[config.mk]
export PLATFORM = sky130hd
export DESIGN_NAME = if_id_stall_ctrl
export DESIGN_NICKNAME = d
export VERILOG_FILES = /design/src/rtl/mips_pipe_pkg.sv /design/src/rtl/if_id_stall_ctrl_sat_counter.sv /design/src/rtl/if_id_stall_ctrl.sv
export SDC_FILE = /design/constraint.sdc
export NUM_CORES = 1
export LEC_CHECK = 0
export ABC_AREA = 1
export BUFFER_PORTS_ARGS = -buffer_cell sky130_fd_sc_hd__buf_2
export CAP_MARGIN = 10
export CORE_MARGIN = 5
export CORE_UTILIZATION = 47
export CTS_BUF_LIST = sky130_fd_sc_hd__clkbuf_4 sky130_fd_sc_hd__clkbuf_8
export DETAILED_ROUTE_END_ITERATION = 16
export PLACE_DENSITY = 0.83
export SYNTH_ARGS = -nofsm -noshare
export SYNTH_HDL_FRONTEND = slang
export SYNTH_SLANG_ARGS = --single-unit
[constraint.sdc]
create_clock -name clk -period 3.3 [get_ports clk]
set_clock_uncertainty 0.05 [all_clocks]
set_input_delay 0.33 -clock clk [delete_from_list [all_inputs] [get_ports clk]]
set_output_delay 0.33 -clock clk [all_outputs]
set_load 0.02 [all_outputs]
[src/rtl/mips_pipe_pkg.sv]
// Shared definitions for the MIPS pipeline front-end control blocks.
package mips_pipe_pkg;

    localparam logic [31:0] NOP_INSTR = 32'h0000_0000;
    localparam int          CNT_W_DEF = 16;

    typedef enum logic [1:0] {
        ST_RUN   = 2'd0,
        ST_STALL = 2'd1,
        ST_FLUSH = 2'd2
    } pipe_state_t;

endpackage

[src/rtl/if_id_stall_ctrl_sat_counter.sv]
// Saturating up-counter: counts inc pulses and holds at all-ones.
module sat_counter #(
    parameter int WIDTH = 16
) (
    input  logic             clk,
    input  logic             rst,
    input  logic             inc,
    output logic [WIDTH-1:0] q
);

    always_ff @(posedge clk or posedge rst) begin
        if (rst) begin
            q <= '0;
        end else if (inc && (q != {WIDTH{1'b1}})) begin
            q <= q + 1'b1;
        end
    end

endmodule

[src/rtl/if_id_stall_ctrl.sv]
// IF/ID stall/flush control: gates PC write, holds or flushes IF/ID, selects the
// ID/EX control bubble, and tracks stall/flush statistics and protocol errors.
//
// state    | meaning
// ST_RUN   | pipe advancing normally
// ST_STALL | previous cycle was a stall (IF/ID held)
// ST_FLUSH | previous cycle flushed IF/ID after a taken branch
module if_id_stall_ctrl
    import mips_pipe_pkg::*;
#(
    parameter int               XLEN      = 32,
    parameter logic [XLEN-1:0]  NOP_INSTR = XLEN'(mips_pipe_pkg::NOP_INSTR),
    parameter int               CNT_W     = mips_pipe_pkg::CNT_W_DEF,
    parameter int               MAX_STALL = 4
) (
    input  logic             clk,
    input  logic             rst,
    input  logic [XLEN-1:0]  instr_if,
    input  logic [XLEN-1:0]  pc4_if,
    input  logic             hdu_write,
    input  logic             hdu_noop,
    input  logic             branch_taken,
    output logic             pc_write,
    output logic [XLEN-1:0]  instr_id,
    output logic [XLEN-1:0]  pc4_id,
    output logic             id_valid,
    output logic             ctrl_bubble,
    output logic [CNT_W-1:0] stall_cnt,
    output logic [CNT_W-1:0] flush_cnt,
    output logic             proto_err,
    output logic             hang_err
);

    localparam int RL_W = $clog2(MAX_STALL + 2);

    pipe_state_t     state_q, state_d;
    logic            stall, flush;
    logic            pair_bad;
    logic [RL_W-1:0] run_len;

    // A mismatched request pair is treated as a stall so the pipe never advances on bad data.
    assign stall       = ~hdu_write | hdu_noop;
    assign flush       = branch_taken & ~stall;
    assign pair_bad    = (hdu_write == hdu_noop);
    assign pc_write    = ~stall;
    assign ctrl_bubble = stall;

    always_ff @(posedge clk or posedge rst) begin
        if (rst) begin
            state_q <= ST_RUN;
        end else begin
            state_q <= state_d;
        end
    end

    always_comb begin
        state_d = ST_RUN;
        case (state_q)
            ST_RUN, ST_STALL, ST_FLUSH: begin
                if (stall) begin
                    state_d = ST_STALL;
                end else if (flush) begin
                    state_d = ST_FLUSH;
                end else begin
                    state_d = ST_RUN;
                end
            end
            default: state_d = ST_RUN;
        endcase
    end

    always_ff @(posedge clk or posedge rst) begin
        if (rst) begin
            instr_id <= NOP_INSTR;
            pc4_id   <= '0;
            id_valid <= 1'b0;
        end else if (stall) begin
            instr_id <= instr_id;
            pc4_id   <= pc4_id;
            id_valid <= id_valid;
        end else if (flush) begin
            instr_id <= NOP_INSTR;
            pc4_id   <= '0;
            id_valid <= 1'b0;
        end else begin
            instr_id <= instr_if;
            pc4_id   <= pc4_if;
            id_valid <= 1'b1;
        end
    end

    // run_len counts stall cycles already completed in the current run.
    always_ff @(posedge clk or posedge rst) begin
        if (rst) begin
            run_len <= '0;
        end else if (stall) begin
            if (run_len < RL_W'(MAX_STALL + 1)) begin
                run_len <= run_len + 1'b1;
            end
        end else begin
            run_len <= '0;
        end
    end

    always_ff @(posedge clk or posedge rst) begin
        if (rst) begin
            proto_err <= 1'b0;
            hang_err  <= 1'b0;
        end else begin
            if (pair_bad) begin
                proto_err <= 1'b1;
            end
            if (stall && (run_len >= RL_W'(MAX_STALL))) begin
                hang_err <= 1'b1;
            end
        end
    end

    sat_counter #(.WIDTH(CNT_W)) u_stall_cnt (
        .clk (clk),
        .rst (rst),
        .inc (stall),
        .q   (stall_cnt)
    );

    sat_counter #(.WIDTH(CNT_W)) u_flush_cnt (
        .clk (clk),
        .rst (rst),
        .inc (flush),
        .q   (flush_cnt)
    );

endmodule

**Word level (Yosys, flattened, before mapping)**

Index checks and enable logic that the tools add are counted.
Widths: inputs -> output; s select.

- Equality and inequality tests: 4
- Mux-type cells: 5
- Reduce and logical (&&, ||, !) cells: 3
- Order comparisons: 2
- Bitwise gates (word level): 4
- Add/sub/neg operators: 3

Operators by type and width:

| operator | number |
|---|---|
| $mux 32 | 2 |
| $add 16x1->16 const B | 2 |
| $ne 16x16->1 const B | 2 |
| $mux 3 | 2 |
| $add 3x1->3 const B | 1 |
| $ge 3x3->1 const B | 1 |
| $logic_and 1x1->1 | 3 |
| $lt 3x3->1 const B | 1 |
| $ne 2x1->1 const B | 1 |
| $not 1->1 | 2 |
| $and 1x1->1 | 1 |
| $eq 1x1->1 | 1 |
| $mux 1 | 1 |
| $or 1x1->1 | 1 |

- Register bits: 102

**Depth between registers and ports, before layout**

Gate-level depths: netlist of run 1.

- Depth after elaboration: 5
- Mapped depth: 10
- Depth with buffers taken out: 9

**Cells and area by module**

Synthesis of run 1 repeated with hierarchy kept, for this count alone.

- Cells, all modules: 614
- Area total of the unflattened synthesis: 4,986.0 sq um

By module, submodules not included:

| module | instances | area each (sq um) | cells each |
|---|---|---|---|
| if_id_stall_ctrl | 1 | 2,846.5 | 314 |
| sat_counter | 2 | 1,069.8 | 150 |

**Worst setup path after synthesis of run 1**

Ideal clock, no wire load.

- Kind: flip-flop to flip-flop
- Start point: register u_stall_cnt.q[0]
- End point: register u_stall_cnt.q[9]
- Arrival: 1.523 ns
- Cell stages (with the launch flop): 10
- Path slack: 1.609 ns
- Cells stage by stage: dfrtp_1 ha_1 inv_1 nor2_4 nand2_4 nor2_4 nor2_2 buf_6 nand2_2 o21ai_2

- Word-level cells in the longest chain between the ends: 2

Ends and longest elaborated chain:

| what | line | RTL |
|---|---|---|
| from (decl) | if_id_stall_ctrl_sat_counter.sv:8 | `output logic [WIDTH-1:0] q` |
| from (signal assigned) | if_id_stall_ctrl_sat_counter.sv:15 | `q <= q + 1'b1;` |
| branches (longest 2 deep; another with $add 16x1->16) | - |  |

Parallel ways; which one is timed is not known.
A chain may end at the register's enable or synchronous reset.

**Final worst setup path of run 1**

- Start point: input port hdu_noop
- End point: output port pc_write

- Word-level cells in the longest chain between the ends: 2

Ends and longest elaborated chain:

| what | line | RTL |
|---|---|---|
| from (decl) | if_id_stall_ctrl.sv:21 | `input logic hdu_noop,` |
| $or 1x1->1 | if_id_stall_ctrl.sv:42 | `assign stall = ~hdu_write \| hdu_noop;` |
| $not 1->1 | if_id_stall_ctrl.sv:45 | `assign pc_write = ~stall;` |
| to (decl) | if_id_stall_ctrl.sv:23 | `output logic pc_write,` |

No other way between the ends.

==> metrics.cfg, run 1 <==
[critical_path]
crit_arrival_ns = 1.58
reg2reg_depth = 8
r2r-start = u_stall_cnt.q[0]$_DFFE_PP0P_
path_class = in2out
required_ns = 2.92
crit_fanout = 65
startpoint_type = input pin
r2r-end = u_stall_cnt.q[11]$_DFFE_PP0P_
end_kind = output pin
r2r_slack_ns = 1.37

[synthesis]
async_reset_ff_frac = 1.00
synth_common_cells = nand2_1, dfrtp_1, nand3_1, inv_1, nor2_1
yosysMostFrequentCell = nand2_1
synth_area_mm2 = 0.00484
yosysSeqAreaShare = 0.527
synth_nets = 681
yosys.area.top_type = dfrtp_1
syn_area_per_cell_um2 = 7.97
synth_top_area_frac = 0.527
synth-edff-count = 0
ys.flop_type = dfrtp_1
yosysUniqueCellTypes = 25
syn_inst = 608
ys_seq_elements = 102
yosys_warnings = 0
synth_area_leaders = dfrtp_1, nand2_1, nand3_1

[power_and_ir_drop]
peakVddDrop_v = 0.000301
power.density_mw_per_mm2 = 549
p_leak_uw = 0.00336
power_uw = 3280

[final_layout]
diodes = 0
post-route-util = 0.588
design_area_mm2 = 0.00599
layout-drive-gt1-share = 0.290
syn_to_final_growth_pct = 23.6
nNetsFinal = 841

[floorplan]
io_pins = 170
num_rows = 37
dieWidth_um = 112
start_util = 0.476
fp.coreArea_mm2 = 0.0102
die_area_mm2 = 0.0124
die_height_um = 112

[clock_network]
cts_sinks = 102
cts_resized = 0
ctsRootBufferMaster = clkbuf_8
cts_setup_buffers = 0
clkLatencyLatePin_ns = 0.36
hold_buffers = 0
clk_pin_slew_ns = 0.11
h-tree-depth = 3
clock_path_buffers = 2
numCtsBuffers = 9
cts_tree = done

[sta]
setup_tns_ns = 0
period_share = 0.595
timing.final.hold_violations = 0
fmax_mhz = 509
rsz0062_at_grt = no
post-route-min-period_ns = 1.96
relSlewSlack = 0.544
finalMaxSlewViolations = 0
setup_viol = 0
worst_pin_slew_ns = 0.684

[placement]
placed_cell_area_mm2 = 0.00580
gp_congestion = 0.851
place_hpwl_mm = 8.79
io_buffers = 169

[drt]
detail_route.wl_per_cell_um = 13.3
firstDrtPassIters = 4
drc = 0
dr_total_vias = 4472
drt_iter0_markers = 341
routed_wl_mm = 12.1
detail-route-antenna-nets = 0
via_per_inst = 4.92

[min_path]
hold_path_class = in2async

[global_route]
track_usage = 0.197
antenna_found_initial = 0
grt_pass1_wl_mm = 20.4
grt_max_degree = 66
overflow = 0
grt_pass1_vias = 4350

[flow_run]
max_cap_viol_count = 0

[outcome]
status = finished, final reports clean

[kinds of logic after synthesis]
logic type	share of synthesized area
AOI/OAI and AO/OA	0.0292
xor gates and xnor gates	0.00904
adders and majority gates	0.0103
buffers and inverters	0.0643
DFF	0.527
and+or+nand+nor	0.360
[per-stage QoR]
stage,hold WS (ns),worst slack (ns),cells
floorplan,0.418,0.245,608
global route,0.0538,1.24,909
detailed placement,0.398,1.27,893
finish,0.0141,1.34,909
global placement,0.393,1.34,893
CTS,0.0193,1.33,909
[power breakdown]
| group | internal, uW | total [uW] | switching, uW |
|---|---|---|---|
| clock | 308 | 765 | 458 |
| sequential | 1440 | 1630 | 190 |
| combinational | 309 | 889 | 579 |
| total | 2060 | 3280 | 1230 |
[flip-flops by register name, summed over array words and instances, names as in the netlist]
signal and cells:
u_flush_cnt.q 16, instr_id 32, hang_err 1, run_len 3
u_stall_cnt.q 16, proto_err 1, pc4_id 32, id_valid 1
[layout make-up]
class,instances,area [um^2]
well taps,136,170
flip-flops and latches,102,2550
fillers,968,4200
clock buffers,10,138
multi-input cells,432,1980
inverters,50,190
repair buffers,173,901
clock inverters,6,53.8
[critical path, cell delays in order]
cell   delay (ns)
buf_2        0.09
inv_1        0.04
ha_2         0.27
buf_4        0.55
buf_2        0.28
[cells in the final DEF, fill, tap and decap left out, types with 4 or more instances in the layout]
master    count
nor2_2        9
nand3_1      84
nor2_1       33
inv_1        48
nand2_1     241
o21ai_2       8
nand4_1      13
o21ai_0      11
buf_2       169
nor2_4        4
nand2_2       9
nand3b_1      4
dfrtp_1     102
clkbuf_8     10
[layer usage]
layer  part of all wire  vias to the layer above  wire, um  track usage
li1                   -                     2235         -            -
met1               0.43                     2087      5190        0.260
met2               0.49                      137      5890        0.324
met3              0.074                       13       902       0.0511
met4              0.011                        0       133       0.0584
met5                  0                        -         0            0
[worst max-delay path by stage]
stage | startpoint | cells after the start | to | slack (ns)
2_1_floorplan | rst | 1 | hang_err$_DFFE_PP0P_ | 0.24
3_3_place_gp | hdu_noop | 10 | u_flush_cnt.q[15]$_DFFE_PP0P_ | 1.34
3_5_place_dp | hdu_noop | 10 | u_flush_cnt.q[15]$_DFFE_PP0P_ | 1.27
4_1_cts | hdu_noop | 5 | pc_write | 1.33
5_1_grt | hdu_noop | 5 | pc_write | 1.24
6_report | hdu_noop | 5 | pc_write | 1.34
(Power assumes the default switching activity.)
==> inputs of run 2 (changes only) <==
Clock period 3.3 ns to 1.72 ns, I/O delays scaled along.
==> metrics.cfg, run 2 (same netlist as run 1, synthesis figures left out) <==
[final_layout]
final_cell_mix = nand2_1, buf_2, dfrtp_1  ; unchanged
nNetsFinal = 918  ; was 841
reg.largest.list = instr_id x32, pc4_id x32  ; unchanged
layout-drive-gt1-share = 0.283  ; was 0.290
diodes = 0  ; unchanged
syn_to_final_growth_pct = 40.0  ; was 23.6%
layout_commonest_cell = nand2_1  ; unchanged
nFillCells = 788  ; was 968

[sta]
setup_tns_ns = 0  ; unchanged
period_share = 0.903
hold_slack_ns = 0.0202  ; was 0.0141 ns
finalMaxSlewViolations = 0  ; unchanged
worst_pin_slew_ns = 0.598  ; was 0.684 ns
setup_viol = 0  ; unchanged
fmax_mhz = 644
rsz0062_at_grt = no  ; unchanged
relSlewSlack = 0.601  ; was 0.544
timing.final.hold_violations = 0  ; unchanged
post-route-min-period_ns = 1.55

[drt]
firstDrtPassIters = 5  ; was 4
via_per_inst = 5.07  ; was 4.92
dr_total_vias = 4995  ; was 4472
drt_iter0_markers = 362  ; was 341
routed_wl_mm = 14.6  ; was 12.1 mm
detail_route.wl_per_cell_um = 14.8  ; was 13.3 um
detail-route-antenna-nets = 0  ; unchanged
drc = 0  ; unchanged

[clock_network]
numCtsBuffers = 9  ; unchanged
clkLatencyLatePin_ns = 0.36  ; about the same
cts_sinks = 102  ; unchanged
cts_tree = done  ; unchanged
h-tree-depth = 3  ; unchanged
clk_pin_slew_ns = 0.10  ; was 0.11 ns
ctsRootBufferMaster = clkbuf_8  ; unchanged
clock_path_buffers = 2  ; unchanged

[critical_path]
crit_family = simple AND/OR/NAND/NOR gates  ; was buffers and inverters
crit_path_top_delay_cell = dfrtp_1  ; was buf_4
crit_arrival_ns = 1.75  ; was 1.58 ns
path_buf_inv = 2  ; was 4
cp_slowest_stage_delay_ns = 0.41  ; was 0.55 ns
required_ns = 1.92  ; was 2.92 ns
path_class = reg2reg  ; was in2out
timing.critical_path.mode_cell = nand2_1  ; was buf_2
path_cells = ha_1 -> nand3_1 -> inv_1 -> nand2_2 -> nor2_4 -> nor2_2 -> buf_4 -> nand2_1 -> nand2_1  ; was buf_2 -> inv_1 -> ha_2 -> buf_4 -> buf_2
end_kind = flip-flop  ; was output pin
startpoint_type = flip-flop  ; was input pin
crit_fanout = 7  ; was 65

[floorplan]
start_util = 0.476  ; unchanged
io_pins = 170  ; unchanged
dieWidth_um = 112  ; unchanged
num_rows = 37  ; unchanged
fp.coreArea_mm2 = 0.0102  ; unchanged
die_height_um = 112  ; unchanged
die_area_mm2 = 0.0124  ; unchanged

[global_route]
antenna_found_initial = 0  ; unchanged
overflow = 0  ; unchanged
track_usage = 0.236  ; was 0.197
grt_pass1_vias = 5036  ; was 4350
grt_pass1_wl_mm = 24.1  ; was 20.4 mm
grt_max_degree = 62  ; was 66

[power_and_ir_drop]
p_leak_uw = 0.00372  ; was 0.00336 uW
power.density_mw_per_mm2 = 998  ; was 549 mW/mm^2
peakVddDrop_v = 0.000732  ; was 0.000301 V

[flow_run]
max_cap_viol_count = 0  ; unchanged

[placement]
gp_congestion = 0.854  ; was 0.851
place_hpwl_mm = 9.01  ; was 8.79 mm
io_buffers = 169  ; unchanged

[min_path]
hold_path_class = in2reg  ; was in2async

[outcome]
status = finished, final reports clean  ; unchanged

run 2: changes by cell type in the layout (fill, tap and decap cells not counted), sizes merged:
cell / change
clkbuf: +1
inv: -3
clkinv: -1
bufinv: +2
buf: +16
dlygate4sd3: +61
run 2: power breakdown:
part / internal, uW / leakage, uW / switching, uW
Combinational: 748 / 0.00233 / 1220
Clock: 888 / 0.000115 / 810
Sequential: 2760 / 0.00128 / 339
Total: 4400 / 0.00372 / 2370
run 2: final cells by class:
cell class,count,area [um^2],area share
flip-flops and latches,102,2550,0.376
repair buffers,250,1660,0.244
clock buffers,11,151,0.0223
clock inverters,4,70.1,0.0103
multi-input cells,432,1990,0.293
inverters,50,191,0.0282
well taps,136,170,0.0251
run 2: tightest hold or removal path, stage by stage:
cell and delay, ns:
buf_2 0.08, nand3_1 0.09, nand2_1 0.07
run 2: routing by layer:
layer | wire [um] | GRT usage
met2 | 7060 | 0.386
met4 | 711 | 0.131
met5 | 0 | 0
met1 | 5630 | 0.281
met3 | 1160 | 0.0658
run 2: final timing paths:
| path | slack (ns) | endpoint | startpoint | cells past startpoint |
|---|---|---|---|---|
| max | 0.17 | u_flush_cnt.q[1]$_DFFE_PP0P_ | u_flush_cnt.q[1]$_DFFE_PP0P_ | 9 |
| min | 0.02 | pc4_id[13]$_DFFE_PP0P_ | pc4_if[13] | 3 |
| max reg2reg | 0.17 | u_flush_cnt.q[1]$_DFFE_PP0P_ | u_flush_cnt.q[1]$_DFFE_PP0P_ | 9 |
| min reg2reg | 0.42 | hang_err$_DFFE_PP0P_ | hang_err$_DFFE_PP0P_ | 2 |
| max in group asynchronous | 0.69 | instr_id[23]$_DFFE_PP0P_ | rst | 4 |
| min in group asynchronous | 0.37 | instr_id[20]$_DFFE_PP0P_ | rst | 4 |
run 2: timing repair:
action	in CTS	in global routing
setup endpoints to repair	0	19
gates resized for setup	0	2
hold endpoints to repair	162	0
buffers inserted	0	1
hold buffers	61	0
run 2: stage by stage:
step / setup slack (ns) / cell area [um^2] / util / instances / total power, uW
after CTS: 0.0222 / 6770 / 0.664 / 984 / 6770
after detailed placement: 0.0464 / 5940 / 0.583 / 908 / 4960
final: 0.167 / 6780 / 0.666 / 985 / 6770
after global placement: 0.0912 / 5940 / 0.583 / 908 / 4920
after global routing: 0.0195 / 6780 / 0.666 / 985 / 7150
after floorplan: 0.0286 / 4850 / - / 608 / 4220
